--- src/rtl/hpdcache_mem_req_read_credit_arbiter_if.sv ---
// ----------------------------------------------------------------------------
// hpdcache_mem_req_read_credit_arbiter_if
//
// Purpose: bundles the requester-side handshake, the shared memory read
// request channel and the credit-return strobe used by the read credit
// arbiter.
//
// Signals:
//   req_valid     [N-1:0]            per-requester request valid
//   req_ready     [N-1:0]            per-requester ready back to requester
//   req           N x payload        per-requester request payload
//   mem_req_ready                    memory channel ready
//   mem_req_valid                    memory channel valid
//   mem_req       payload            granted payload
//   mem_req_src   [SRC_W-1:0]        index of the granted requester
//   rsp_done                         one read response completed
//   rsp_src       [SRC_W-1:0]        requester owning the completed response
//
// Modports:
//   slave  - arbiter view
//   master - environment view (requesters + memory + response path)
// ----------------------------------------------------------------------------
interface hpdcache_mem_req_read_credit_arbiter_if #(
   parameter int unsigned N     = 4,
   parameter type hpdcache_mem_req_t = logic,
   parameter int unsigned SRC_W = (N > 1) ? $clog2(N) : 1
);
   logic [N-1:0]       req_valid;
   logic [N-1:0]       req_ready;
   hpdcache_mem_req_t  req [N];
   logic               mem_req_ready;
   logic               mem_req_valid;
   hpdcache_mem_req_t  mem_req;
   logic [SRC_W-1:0]   mem_req_src;
   logic               rsp_done;
   logic [SRC_W-1:0]   rsp_src;

   modport slave (
      input  req_valid,
      input  req,
      input  mem_req_ready,
      input  rsp_done,
      input  rsp_src,
      output req_ready,
      output mem_req_valid,
      output mem_req,
      output mem_req_src
   );

   modport master (
      output req_valid,
      output req,
      output mem_req_ready,
      output rsp_done,
      output rsp_src,
      input  req_ready,
      input  mem_req_valid,
      input  mem_req,
      input  mem_req_src
   );
endinterface

--- src/rtl/hpdcache_mem_req_read_credit_arbiter.sv ---
// ----------------------------------------------------------------------------
// hpdcache_mem_req_read_credit_arbiter
//
// Purpose: shares the single memory read-request channel between N
// requesters with round-robin priority. Each requester owns a credit counter
// of in-flight reads, capped at MAX_OUTSTANDING; credits come back through
// rsp_done/rsp_src. Once offered, a grant is held stable until the memory
// channel accepts it.
//
// Ports:
//   clk_i          clock
//   rst_i          synchronous reset, active-high
//   arb_if         requester / memory / credit-return bundle (slave modport)
//   busy_o         any requester has reads in flight
//   err_o          sticky: credit returned to a requester with none in flight
//   stat_stall_o   cycles with mem_req_valid=1 and mem_req_ready=0 (saturating)
//
// Build option:
//   HPDCACHE_MEM_ARB_STATS_EN  when defined, stat_stall_o is a live saturating
//                              counter; otherwise it is tied to 0 and the
//                              counter flops do not exist.
//
// State   | meaning
// --------+------------------------------------------------------------------
// IDLE    | grant follows round-robin search from ptr over eligible requests
// LOCKED  | an offered request was not accepted; grant pinned to lock_idx
// ----------------------------------------------------------------------------
module hpdcache_mem_req_read_credit_arbiter #(
   parameter int unsigned N               = 4,
   parameter int unsigned MAX_OUTSTANDING = 8,
   parameter type hpdcache_mem_req_t      = logic,
   parameter int unsigned SRC_W           = (N > 1) ? $clog2(N) : 1,
   parameter int unsigned CNT_W           = $clog2(MAX_OUTSTANDING + 1)
) (
   input  logic                                          clk_i,
   input  logic                                          rst_i,
   hpdcache_mem_req_read_credit_arbiter_if.slave         arb_if,
   output logic                                          busy_o,
   output logic                                          err_o,
   output logic [31:0]                                   stat_stall_o
);

   typedef enum logic {
      ST_IDLE   = 1'b0,
      ST_LOCKED = 1'b1
   } state_t;

   localparam logic [CNT_W-1:0] CNT_MAX = CNT_W'(MAX_OUTSTANDING);

   state_t            state_q, state_d;
   logic [SRC_W-1:0]  lock_idx_q, lock_idx_d;
   logic [SRC_W-1:0]  ptr_q, ptr_d;
   logic [CNT_W-1:0]  cnt_q [N];
   logic [CNT_W-1:0]  cnt_d [N];
   logic              err_q, err_d;

   logic [N-1:0]      elig;
   logic              rr_found;
   logic [SRC_W-1:0]  rr_idx;
   logic [SRC_W-1:0]  grant_idx;
   logic [N-1:0]      grant;
   logic              mem_valid;
   logic              hs;
   hpdcache_mem_req_t mem_req;
   logic [SRC_W-1:0]  mem_src;
   logic              busy;

   // A full requester is masked on the registered count only, so a credit
   // returned this cycle unmasks it from the next cycle on.
   always_comb begin
      elig = '0;
      for (int unsigned i = 0; i < N; i++) begin
         elig[i] = arb_if.req_valid[i] && (cnt_q[i] < CNT_MAX);
      end
   end

   // First eligible index at or after ptr, wrapping modulo N.
   always_comb begin : rr_search
      int unsigned cand;
      cand     = 0;
      rr_found = 1'b0;
      rr_idx   = '0;
      for (int unsigned k = 0; k < N; k++) begin
         cand = k + 32'(ptr_q);
         if (cand >= N) begin
            cand = cand - N;
         end
         if (!rr_found && elig[SRC_W'(cand)]) begin
            rr_found = 1'b1;
            rr_idx   = SRC_W'(cand);
         end
      end
   end

   // Valid is suppressed during reset so every output reads 0 while rst_i
   // is high, even with requesters still asserting valid.
   always_comb begin
      grant_idx = (state_q == ST_LOCKED) ? lock_idx_q : rr_idx;
      mem_valid = !rst_i && ((state_q == ST_LOCKED) || rr_found);
      hs        = mem_valid && arb_if.mem_req_ready;
      grant     = '0;
      for (int unsigned i = 0; i < N; i++) begin
         grant[i] = mem_valid && (grant_idx == SRC_W'(i));
      end
   end

   // One-hot AND-OR mux: with no grant the channel carries all zeros.
   always_comb begin
      mem_req = '0;
      mem_src = '0;
      for (int unsigned i = 0; i < N; i++) begin
         if (grant[i]) begin
            mem_req = mem_req | arb_if.req[i];
            mem_src = mem_src | SRC_W'(i);
         end
      end
   end

   assign arb_if.mem_req_valid = mem_valid;
   assign arb_if.mem_req       = mem_req;
   assign arb_if.mem_req_src   = mem_src;
   assign arb_if.req_ready     = grant & {N{arb_if.mem_req_ready}};

   // Arbitration FSM next state and round-robin pointer.
   always_comb begin
      state_d    = state_q;
      lock_idx_d = lock_idx_q;
      ptr_d      = ptr_q;
      if (hs) begin
         state_d = ST_IDLE;
         ptr_d   = (grant_idx == SRC_W'(N - 1)) ? '0 : grant_idx + SRC_W'(1);
      end else if (mem_valid && (state_q == ST_IDLE)) begin
         state_d    = ST_LOCKED;
         lock_idx_d = grant_idx;
      end
   end

   // Credit counters. An out-of-range rsp_src matches no index and is
   // therefore ignored. A return to an empty counter is flagged but never
   // wraps the counter; a return and an issue on the same index cancel.
   always_comb begin
      logic inc;
      logic ret;
      logic dec;
      inc   = 1'b0;
      ret   = 1'b0;
      dec   = 1'b0;
      err_d = err_q;
      for (int unsigned i = 0; i < N; i++) begin
         inc = hs && grant[i];
         ret = arb_if.rsp_done && (arb_if.rsp_src == SRC_W'(i));
         dec = ret && (cnt_q[i] != '0);
         if (ret && (cnt_q[i] == '0)) begin
            err_d = 1'b1;
         end
         cnt_d[i] = cnt_q[i];
         if (inc && !dec && (cnt_q[i] != CNT_MAX)) begin
            cnt_d[i] = cnt_q[i] + CNT_W'(1);
         end else if (dec && !inc) begin
            cnt_d[i] = cnt_q[i] - CNT_W'(1);
         end
      end
   end

   always_ff @(posedge clk_i) begin
      if (rst_i) begin
         state_q    <= ST_IDLE;
         lock_idx_q <= '0;
         ptr_q      <= '0;
         err_q      <= 1'b0;
         for (int unsigned i = 0; i < N; i++) begin
            cnt_q[i] <= '0;
         end
      end else begin
         state_q    <= state_d;
         lock_idx_q <= lock_idx_d;
         ptr_q      <= ptr_d;
         err_q      <= err_d;
         for (int unsigned i = 0; i < N; i++) begin
            cnt_q[i] <= cnt_d[i];
         end
      end
   end

   always_comb begin
      busy = 1'b0;
      for (int unsigned i = 0; i < N; i++) begin
         busy = busy | (cnt_q[i] != '0);
      end
   end

   assign busy_o = busy;
   assign err_o  = err_q;

`ifdef HPDCACHE_MEM_ARB_STATS_EN
   logic [31:0] stall_q, stall_d;

   always_comb begin
      stall_d = stall_q;
      if (mem_valid && !arb_if.mem_req_ready && (stall_q != 32'hFFFF_FFFF)) begin
         stall_d = stall_q + 32'd1;
      end
   end

   always_ff @(posedge clk_i) begin
      if (rst_i) begin
         stall_q <= '0;
      end else begin
         stall_q <= stall_d;
      end
   end

   assign stat_stall_o = stall_q;
`else
   assign stat_stall_o = '0;
`endif

endmodule
--- src/flat_wrapper.sv ---
// flat-port wrapper written by rule: the top's interface ports become plain ports
module hpdcache_mem_req_read_credit_arbiter_flat 
#(
   parameter int unsigned N               = 4,
   parameter int unsigned MAX_OUTSTANDING = 8,
   parameter type hpdcache_mem_req_t      = logic,
   parameter int unsigned SRC_W           = (N > 1) ? $clog2(N) : 1,
   parameter int unsigned CNT_W           = $clog2(MAX_OUTSTANDING + 1)
)
  (clk_i, rst_i, busy_o, err_o, stat_stall_o, arb_if_req_valid, arb_if_req, arb_if_mem_req_ready, arb_if_rsp_done, arb_if_rsp_src, arb_if_req_ready, arb_if_mem_req_valid, arb_if_mem_req, arb_if_mem_req_src);
  hpdcache_mem_req_read_credit_arbiter_if #(.N(N), .hpdcache_mem_req_t(hpdcache_mem_req_t), .SRC_W(SRC_W)) arb_if_i ();
  input  logic clk_i;
  input  logic rst_i;
  output logic busy_o;
  output logic err_o;
  output logic [31:0] stat_stall_o;
  input wire logic [$bits(arb_if_i.req_valid)-1:0] arb_if_req_valid;
  input wire logic [$bits(arb_if_i.req)-1:0] arb_if_req;
  input wire logic [$bits(arb_if_i.mem_req_ready)-1:0] arb_if_mem_req_ready;
  input wire logic [$bits(arb_if_i.rsp_done)-1:0] arb_if_rsp_done;
  input wire logic [$bits(arb_if_i.rsp_src)-1:0] arb_if_rsp_src;
  output wire logic [$bits(arb_if_i.req_ready)-1:0] arb_if_req_ready;
  output wire logic [$bits(arb_if_i.mem_req_valid)-1:0] arb_if_mem_req_valid;
  output wire logic [$bits(arb_if_i.mem_req)-1:0] arb_if_mem_req;
  output wire logic [$bits(arb_if_i.mem_req_src)-1:0] arb_if_mem_req_src;
  assign arb_if_i.req_valid = arb_if_req_valid;
  assign arb_if_i.req = {>>{arb_if_req}};
  assign arb_if_i.mem_req_ready = arb_if_mem_req_ready;
  assign arb_if_i.rsp_done = arb_if_rsp_done;
  assign arb_if_i.rsp_src = arb_if_rsp_src;
  assign arb_if_req_ready = arb_if_i.req_ready;
  assign arb_if_mem_req_valid = arb_if_i.mem_req_valid;
  assign arb_if_mem_req = arb_if_i.mem_req;
  assign arb_if_mem_req_src = arb_if_i.mem_req_src;
  hpdcache_mem_req_read_credit_arbiter #(.N(N), .MAX_OUTSTANDING(MAX_OUTSTANDING), .hpdcache_mem_req_t(hpdcache_mem_req_t), .SRC_W(SRC_W), .CNT_W(CNT_W)) u_core (.clk_i(clk_i), .rst_i(rst_i), .arb_if(arb_if_i), .busy_o(busy_o), .err_o(err_o), .stat_stall_o(stat_stall_o));
endmodule
--- config.mk ---
export PLATFORM = sky130hd
export DESIGN_NAME = hpdcache_mem_req_read_credit_arbiter_flat
export DESIGN_NICKNAME = d
export VERILOG_FILES = /design/src/rtl/hpdcache_mem_req_read_credit_arbiter_if.sv /design/src/rtl/hpdcache_mem_req_read_credit_arbiter.sv /design/src/flat_wrapper.sv
export SDC_FILE = /design/constraint.sdc
export NUM_CORES = 1
export LEC_CHECK = 0
export CAP_MARGIN = 40
export CORE_MARGIN = 2
export CORE_UTILIZATION = 40
export CTS_CLUSTER_SIZE = 30
export DETAILED_ROUTE_END_ITERATION = 10
export GPL_TIMING_DRIVEN = 0
export PLACE_DENSITY = 0.74
export SYNTH_ARGS = -nofsm -noshare
export SYNTH_HDL_FRONTEND = slang
export SYNTH_SLANG_ARGS = --single-unit
--- constraint.sdc ---
create_clock -name clk_i -period 3.5 [get_ports clk_i]
set_input_delay 0.7 -clock clk_i [delete_from_list [all_inputs] [get_ports clk_i]]
set_output_delay 0.7 -clock clk_i [all_outputs]
set_load 0.03 [all_outputs]
==> out/results.ini <==
[clock_network]
clkTransAtPathRegs_ps=80
htree_levels=1
cts_root_buf=clkbuf_8
clock_latency_ps=270
clock_path_buffers=2
cts.sinks=22
ctsHoldBuffers=0
cts_tree=done
numCtsBuffers=3

[logic_synthesis]
synthFlopType=dfxtp_1
seq_area_frac_synth=0.1846
synth_area_leaders=dfxtp_1 (18%), buf_4 (10%), mux2i_1 (7.6%)
synth_edf_count=0
synth_async_sr_flop_share=0
avgSynthCellArea_um2=8.143
yosys-top-cells-count=buf_4 (33), nand2_1 (33), nor2_1 (23)
netlist.area_leader.share=0.1846
ys_ff_latch=22
netlist_area_um2=2386
yosysWarnings=0
syn_inst=293
yosysUniqueCellTypes=62
synth_top_area_cell=dfxtp_1

[place]
post-place-ws_ps=-832.4
portBuffers=21
gp_congestion=0.8144
dp_hpwl_um=4261

[grt]
grt_antenna_before_repair=0
grt_overflow_total=0
grt_pass1_vias=2029
grt_max_degree=14
grt_pass1_wl_um=9459
grt_usage=0.1812

[critical_path]
cp-end-kind=output port
crit_required_ps=2800
worst-r2r-setup-slack_ps=110
r2r-start=u_core.cnt_q[2][3]$_SDFFE_PP0P_
cp-start-kind=input port
worstRegToRegCells=17
worstSetupPathType=in2out
critPathArrivalTime_ps=2790
crit_path_max_fanout=3
r2r_end=u_core.cnt_q[3][3]$_SDFFE_PP0P_

[die]
dieArea_um2=6599
rows=28
die_height_um=81.24
ioPinCount=56
die_width_um=81.24
initial_core_util=0.4078
core_area_um2=5851

[route]
vias=2288
drt_iter0_markers=81
viasPerCell=5.200
ant_nets=0
first_pass_iters=4
drt-total-wl_um=6281
drc=0
wl_per_cell_um=14.28

[timing]
setup_ws_ps=11.97
skew_ps=3.092
period_share=0.9966
finalSetupTns_ps=0
final-setup-viol-count=0
relSlewSlack=0.4926
slew_violations=0
fin_crit_ps=3488
fmax_ghz=0.2867
hold_violations=0
worst_slew_pin_slew_ps=754.2
holdWs_ps=477.6

[worst_hold_path]
hp-start=u_core.err_o$_SDFFE_PP0P_
min_delay_path_depth=2
min_to=u_core.err_o$_SDFFE_PP0P_
min_path_type=reg2reg

[outcome]
status=complete, no violations

[pwr]
total_power_mw=1.775
power.density_nw_per_um2=541.4
p_leak_nw=1.416
ir_drop_v=0.0003219

[cells_and_area]
nNetsFinal=396
area_delta_synth_final_pct=37.39
n_antenna_cell=0
drive_gt1_frac=0.3507
final_util=0.5603

[flow_run]
max-cap-violations=0

power breakdown:
part	switching [mW]	internal, mW	leakage, nW	total (mW)
Clock	0.0933	0.153	0.0357	0.246
Combinational	0.624	0.530	1.20	1.15
Sequential	0.0728	0.301	0.179	0.374
cells in the final DEF (no fill, tap or decap), drive strengths merged, types with 5 or more instances in the layout:
cell type	instances
ha	12
a211oi	5
o21ai	10
nand2	33
clkbuf	10
nand3	9
nor2b	6
inv	7
nor2	23
nand2b	5
nor4	8
mux2i	20
buf	59
clkdlybuf4s50	11
conb	32
a21oi	13
nor3	15
dfxtp	22
sequential cells by signal, summed over array words and instances (netlist names):
signal	cells
u_core.cnt_q	16
u_core.err_o	1
u_core.lock_idx_q	2
u_core.ptr_q	2
u_core.state_q	1
final cells by class:
class,instances,area (um2)
fill,513,2572
multi-input combinational,250,2019
sequential,22,440.4
timing repair buffer,37,302.8
buffer,43,301.5
tap,75,93.84
inverter,9,48.80
clock buffer,3,41.29
clock inverter,1,30.03
worst max path at each step:
stage / startpoint / to / cells past startpoint
after global routing: u_core.cnt_q[0][3]$_SDFFE_PP0P_ / arb_if_mem_req / 13
after floorplan: arb_if_req_valid[3] / u_core.cnt_q[3][3]$_SDFFE_PP0P_ / 15
after global placement: arb_if_req_valid[0] / arb_if_req_ready[2] / 11
final: arb_if_req_valid[0] / arb_if_mem_req / 13
after detailed placement: arb_if_req_valid[0] / u_core.cnt_q[2][3]$_SDFFE_PP0P_ / 17
after CTS: arb_if_req_valid[0] / u_core.cnt_q[2][2]$_SDFFE_PP0P_ / 17
what timing repair did:
action                     CTS  global route
buffers inserted            10             6
pin swaps                   15            14
resized for setup           78            20
setup endpoints to repair   17             9
cell families after synthesis:
kind of cell / after synthesis / share of synthesized area
and+or+nand+nor: 124 / 0.2764
buffers and inverters: 52 / 0.1426
AOI/OAI and AO/OA: 49 / 0.1563
muxes: 25 / 0.1274
DFF: 22 / 0.1846
adders and majority gates: 16 / 0.09649
xor gates and xnor gates: 4 / 0.01468
other: 1 / 0.001572
stage by stage:
| step | instances | cell area, um2 |
|---|---|---|
| final | 440 | 3278 |
| after global routing | 440 | 3278 |
| after CTS | 434 | 3163 |
| after detailed placement | 420 | 2825 |
| after global placement | 420 | 2825 |
| after floorplan | 324 | 2521 |
per-layer routing:
layer | wire, um | track usage | part of all wire | up-vias
li1 | - | - | - | 1134
met1 | 2657 | 0.2258 | 0.42 | 1081
met2 | 3248 | 0.3248 | 0.52 | 65
met3 | 290 | 0.02111 | 0.046 | 8
met4 | 85 | 0.05593 | 0.014 | 0
met5 | 0 | 0 | 0 | -
critical path, stage by stage:
cell,delay [ps]
buf_4,110
or3b_4,390
a21oi_4,190
a2111oi_4,90
a21oi_2,160
buf_4,160
nor2_4,50
ha_4,160
buf_4,130
a22o_1,190
a221oi_2,170
nor3_1,80
buf_4,200
Note: power is estimated with default switching activity, not from simulation.
